--- src/rtl/clock_time_set.sv ---
// clock_time_set
// Time-of-day counter with a field-setting front end. Consumes the press
// codes of the add-key analyser (001 single, 010 double, 100 long).
//   Run mode : BCD hh:mm:ss advanced by a CLK_PER_SEC prescaler.
//   Set mode : single press / long-press auto-repeat increment the selected
//              field (no carry), double press rotates min -> hour -> sec.
// Ports
//   clk         rising-edge clock
//   reset_n     synchronous active-low reset
//   add_select  [2:0] press code, 000 = none
//   set_en      1 = set mode, 0 = run mode
//   hour_bcd    [7:0] BCD 00-23
//   min_bcd     [7:0] BCD 00-59
//   sec_bcd     [7:0] BCD 00-59
//   field_sel   [1:0] 0 run, 1 sec, 2 min, 3 hour
//   sec_pulse   one-cycle pulse on each run-mode second rollover
module clock_time_set #(
  parameter int CLK_PER_SEC   = 50_000_000,
  parameter int REPEAT_CYCLES = 10_000_000
) (
  input  logic       clk,
  input  logic       reset_n,
  input  logic [2:0] add_select,
  input  logic       set_en,
  output logic [7:0] hour_bcd,
  output logic [7:0] min_bcd,
  output logic [7:0] sec_bcd,
  output logic [1:0] field_sel,
  output logic       sec_pulse
);

  localparam int PW = $clog2(CLK_PER_SEC);
  localparam int RW = (REPEAT_CYCLES > 1) ? $clog2(REPEAT_CYCLES) : 1;
  localparam logic [PW-1:0] PRE_TC = PW'(CLK_PER_SEC - 1);
  localparam logic [RW-1:0] RPT_TC = RW'(REPEAT_CYCLES - 1);

  typedef enum logic [1:0] {
    ST_RUN      = 2'd0,
    ST_SET_SEC  = 2'd1,
    ST_SET_MIN  = 2'd2,
    ST_SET_HOUR = 2'd3
  } state_t;

  // Limit is checked first so the field never takes a non-BCD value.
  function automatic logic [7:0] bcd_inc(input logic [7:0] v, input logic [7:0] lim);
    if (v == lim)          return 8'h00;
    if (v[3:0] == 4'd9)    return {v[7:4] + 4'd1, 4'd0};
    return {v[7:4], v[3:0] + 4'd1};
  endfunction

  state_t        r_state, w_state_nx;
  logic [7:0]    r_hour, r_min, r_sec;
  logic [7:0]    w_hour_nx, w_min_nx, w_sec_nx;
  logic [PW-1:0] r_pre, w_pre_nx;
  logic [RW-1:0] r_rpt, w_rpt_nx;
  logic          r_pulse, w_pulse_nx;
  logic          r_long_act, w_long_act_nx;
  logic [2:0]    r_add_d;
  logic          r_set_en_d;

  logic          w_onehot;
  logic [2:0]    w_rise;
  logic          w_in_set;
  logic          w_single, w_double, w_long_rise, w_long_hold, w_rpt_inc, w_inc;

  // Presses only count in a stable set-mode cycle: a cycle where the mode
  // is changing (entering or leaving) drops the press.
  assign w_onehot    = (add_select == 3'b001) || (add_select == 3'b010) ||
                       (add_select == 3'b100);
  assign w_rise      = add_select & ~r_add_d;
  assign w_in_set    = (r_state != ST_RUN) && set_en && r_set_en_d;
  assign w_single    = w_in_set && w_onehot && w_rise[0];
  assign w_double    = w_in_set && w_onehot && w_rise[1];
  assign w_long_rise = w_in_set && w_onehot && w_rise[2];
  // r_long_act is only ever set by a seen rising edge of bit 2, so a code
  // already held across reset or across entry into set mode never repeats.
  assign w_long_hold = w_in_set && r_long_act && (add_select == 3'b100);
  assign w_rpt_inc   = w_long_hold && (r_rpt == RPT_TC);
  assign w_inc       = w_single || w_long_rise || w_rpt_inc;

  always_comb begin
    w_state_nx    = r_state;
    w_hour_nx     = r_hour;
    w_min_nx      = r_min;
    w_sec_nx      = r_sec;
    w_pre_nx      = '0;
    w_pulse_nx    = 1'b0;
    w_rpt_nx      = '0;
    w_long_act_nx = w_long_rise || (r_long_act && w_long_hold);

    if (w_long_hold)
      w_rpt_nx = (r_rpt == RPT_TC) ? '0 : r_rpt + RW'(1);

    unique case (r_state)
      ST_RUN: begin
        if (set_en) begin
          // Entering set mode wins over a terminal count in the same cycle.
          w_state_nx = ST_SET_MIN;
        end else if (r_pre == PRE_TC) begin
          w_pulse_nx = 1'b1;
          w_sec_nx   = bcd_inc(r_sec, 8'h59);
          if (r_sec == 8'h59) begin
            w_min_nx = bcd_inc(r_min, 8'h59);
            if (r_min == 8'h59)
              w_hour_nx = bcd_inc(r_hour, 8'h23);
          end
        end else begin
          w_pre_nx = r_pre + PW'(1);
        end
      end
      default: begin
        if (!set_en) begin
          w_state_nx = ST_RUN;
        end else if (w_double) begin
          unique case (r_state)
            ST_SET_MIN:  w_state_nx = ST_SET_HOUR;
            ST_SET_HOUR: w_state_nx = ST_SET_SEC;
            default:     w_state_nx = ST_SET_MIN;
          endcase
        end else if (w_inc) begin
          unique case (r_state)
            ST_SET_SEC:  w_sec_nx  = bcd_inc(r_sec, 8'h59);
            ST_SET_MIN:  w_min_nx  = bcd_inc(r_min, 8'h59);
            default:     w_hour_nx = bcd_inc(r_hour, 8'h23);
          endcase
        end
      end
    endcase
  end

  always_ff @(posedge clk) begin
    if (!reset_n) begin
      r_state    <= ST_RUN;
      r_hour     <= 8'h00;
      r_min      <= 8'h00;
      r_sec      <= 8'h00;
      r_pre      <= '0;
      r_rpt      <= '0;
      r_pulse    <= 1'b0;
      r_long_act <= 1'b0;
      r_add_d    <= 3'b000;
      r_set_en_d <= 1'b0;
    end else begin
      r_state    <= w_state_nx;
      r_hour     <= w_hour_nx;
      r_min      <= w_min_nx;
      r_sec      <= w_sec_nx;
      r_pre      <= w_pre_nx;
      r_rpt      <= w_rpt_nx;
      r_pulse    <= w_pulse_nx;
      r_long_act <= w_long_act_nx;
      r_add_d    <= add_select;
      r_set_en_d <= set_en;
    end
  end

  assign hour_bcd  = r_hour;
  assign min_bcd   = r_min;
  assign sec_bcd   = r_sec;
  assign field_sel = r_state;
  assign sec_pulse = r_pulse;

endmodule

--- config.mk ---
export PLATFORM = sky130hd
export DESIGN_NAME = clock_time_set
export DESIGN_NICKNAME = d
export VERILOG_FILES = /design/src/rtl/clock_time_set.sv
export SDC_FILE = /design/constraint.sdc
export NUM_CORES = 1
export LEC_CHECK = 0
export CAP_MARGIN = 15
export CORE_AREA = 2 2 85 87
export DETAILED_ROUTE_END_ITERATION = 7
export DIE_AREA = 0 0 87 89
export DONT_BUFFER_PORTS = 1
export PLACE_DENSITY = 0.87
export SLEW_MARGIN = 10
export SYNTH_ARGS = -nofsm -noshare
export SYNTH_HDL_FRONTEND = slang
export SYNTH_SLANG_ARGS = --single-unit
--- constraint.sdc ---
create_clock -name clk -period 2.88 [get_ports clk]
set_input_delay 0.576 -clock clk [delete_from_list [all_inputs] [get_ports clk]]
set_output_delay 0.576 -clock clk [all_outputs]
set_load 0.02 [all_outputs]
==> results.toml <==
[synth]
synthFlopType = "dfxtp_1"
synth_common_cells = "dfxtp_1, nor2_1, nand2_1, xor2_1, nand3_1"
yosysTopAreaCell = "dfxtp_1"
synth_top_area_frac = 0.395
synthTopCellsByArea = "dfxtp_1, nor2_1, ha_1, xor2_1, xnor2_1"
synth-edff-count = 0
yosysSeqAreaShare = 0.395
yosys_warnings = 0
syn_area_sq_mm = 0.00415
yosysMostFrequentCell = "dfxtp_1"
syn_nets = 512
async_flop_share = 0
synth_seq_cells = 82
netlist_instances = 485
yosysUniqueCellTypes = 56
synth_area_per_cell_sq_um = 8.56

[place]
place_area_sq_mm = 0.00429
hpwl_um = 6100
port_buffers = 0
gp_congestion = 0.852

[worst_setup_path]
crit_slowest_cell = "a2111oi_0"
worstPathArrival_ns = 2.87
crit_required_ns = 3.14
rr_worst_depth = 8
path_cells = "ha_1 > nand3b_1 > a2111oi_0 > o211ai_1 > a211oi_2 > buf_4 > a41oi_1 > a311oi_1"
path_class = "reg2reg"
max_stage_delay_ns = 0.56
reg2reg_slack_ns = 0.28
r2r_end = "min_bcd[3]$_SDFFE_PN0P_"
cp-start-kind = "flop"
cp-startpoint = "sec_bcd[0]$_SDFFE_PN0P_"
crit_end = "min_bcd[3]$_SDFFE_PN0P_"
critical_path.max_fanout = 8
worstSetupEndpointType = "flop"
timing.rr.start = "sec_bcd[0]$_SDFFE_PN0P_"

[drt]
dr.pass1.iters = 5
vias = 3447
wl_per_cell_um = 15.0
ant_nets = 0
drtIter0Drc = 179
wirelength_um = 8690
avgViaCountPerCell = 5.95
drc_errors = 0

[timing]
maxSlewViolCount = 0
tightest_slew_ns = 0.754
period_share = 0.904
fin_crit_ns = 2.60
fin_setup_tns_ns = 0
setup-violations-final = 0
slew_headroom = 0.497
rsz0062_at_grt = "false"
skew_ns = 0.00771
hold_viol_final = 0
max_freq_ghz = 0.384

[clock_tree]
clock-sinks = 82
clk_pin_slew_ns = 0.08
cts_made_buffers = 9
cts_setup_buffers = 0
cts_resized = 0
clk_latency_ns = 0.35
cts_tree = "built"
cts-root-buf = "clkbuf_8"
cts.htree.levels = 3
cts_hold_buf = 0
cts_max_path_buffers = 2

[floorplanning]
top_level_ports = 33
dieArea_sq_mm = 0.00774
start_util = 0.618
core_sq_mm = 0.00672
rows = 30
chipWidth_um = 87
die_y_um = 89

[final_layout]
nets = 521
finalInstanceArea_sq_mm = 0.00448
drive_above_1_share = 0.0802
area_growth_pct = 7.87
antenna_cells = 0

[run]
maxCapViolations = 0

[global_routing]
overflow = 0
grt_pass1_wl_um = 14600
antenna_found_initial = 0
grt_usage = 0.238
grt_pass1_vias = 3312
grt_max_degree = 27

[power_and_ir_drop]
vdd_ir_drop_max_mv = 0.283
power_density_mw_per_mm2 = 455
finalPower_w = 0.00204
p_leak_nw = 1.56

[outcome]
status = "completed"

[worst_hold_path]
hold_path.class = "in2reg"
[critical path, delay by kind of cell, from the launching register on]
kind | cells | cell delay, ns
compound gates | 5 | 1.35
simple gates | 1 | 0.16
flops | 1 | 0.54
fa+ha+maj | 1 | 0.24
buf+inv | 1 | 0.21
[kinds of logic after synthesis]
| group | after synthesis | synth area share |
|---|---|---|
| and+or+nand+nor | 230 | 0.290 |
| DFF | 82 | 0.395 |
| AOI/OAI and AO/OA | 65 | 0.109 |
| xor gates and xnor gates | 43 | 0.0907 |
| buffers and inverters | 36 | 0.0329 |
| adders and majority gates | 21 | 0.0633 |
| muxes | 8 | 0.0193 |
[where the power goes]
part	leakage, nW	switching (W)	internal [W]	total, W
Clock	0.0944	0.000405	0.000381	0.000786
Sequential	0.662	0.0000117	0.00114	0.00115
Combinational	0.801	0.0000629	0.0000341	0.0000970
[layout make-up]
cell class                      instances  area, sq um
Multi-Input combinational cell        367         2370
Fill cell                             528         2240
Sequential cell                        82         1640
Clock buffer                           12          165
Tap cell                               80          100
Timing Repair Buffer                   12         90.1
Inverter                               22         82.6
Clock inverter                          4         25.0
[routing by layer]
| layer | vias to the layer above | routed length, um | GRT usage |
|---|---|---|---|
| li1 | 1717 | - | - |
| met1 | 1612 | 3720 | 0.273 |
| met2 | 96 | 4330 | 0.421 |
| met3 | 22 | 445 | 0.0729 |
| met4 | 0 | 191 | 0.0852 |
| met5 | - | 0 | 0 |
[per-stage QoR]
step	utilization	instances	setup WS [ns]	hold slack, ns
6_report	0.666	579	0.277	0.316
5_1_grt	0.666	579	0.0875	0.293
4_1_cts	0.666	579	0.287	0.303
3_5_place_dp	0.638	563	0.315	0.456
3_3_place_gp	0.638	563	0.402	0.430
2_1_floorplan	-	485	0.140	0.418
[worst min-delay path by stage]
stage,endpoint,depth (start not counted),slack [ns],from
global placement,r_pre[0]$_SDFF_PP0_,1,0.43,r_pre[0]$_SDFF_PP0_
floorplan,r_pre[0]$_SDFF_PP0_,1,0.42,r_pre[0]$_SDFF_PP0_
CTS,sec_pulse$_SDFF_PP0_,1,0.30,set_en
global route,sec_pulse$_SDFF_PP0_,1,0.29,set_en
detailed placement,r_pre[0]$_SDFF_PP0_,1,0.46,r_pre[0]$_SDFF_PP0_
finish,sec_pulse$_SDFF_PP0_,1,0.32,set_en
[state kept, by name (all words and copies together) (netlist names)]
register and flops:
r_add_d 3, hour_bcd 8, field_sel 2, r_pre 26
sec_bcd 8, min_bcd 8, r_rpt 24, r_set_en_d 1
r_long_act 1, sec_pulse 1
[cells in the final DEF, fill, tap and decap left out, types with 5 or more instances in the layout]
cell       n
nand3_1   23
o31ai_1    5
clkbuf_8  12
o21ai_0   11
nand3b_1   8
buf_4     12
inv_1     22
nor3_1     9
mux2i_1    8
nor2_1    77
and3_1     8
nand4_1   13
nand2_1   41
or3_1     13
dfxtp_1   82
xnor2_1   18
xor2_1    25
ha_1      21
a21oi_1   20
or4_1      7
No activity file was read; power rests on OpenSTA's default activity.
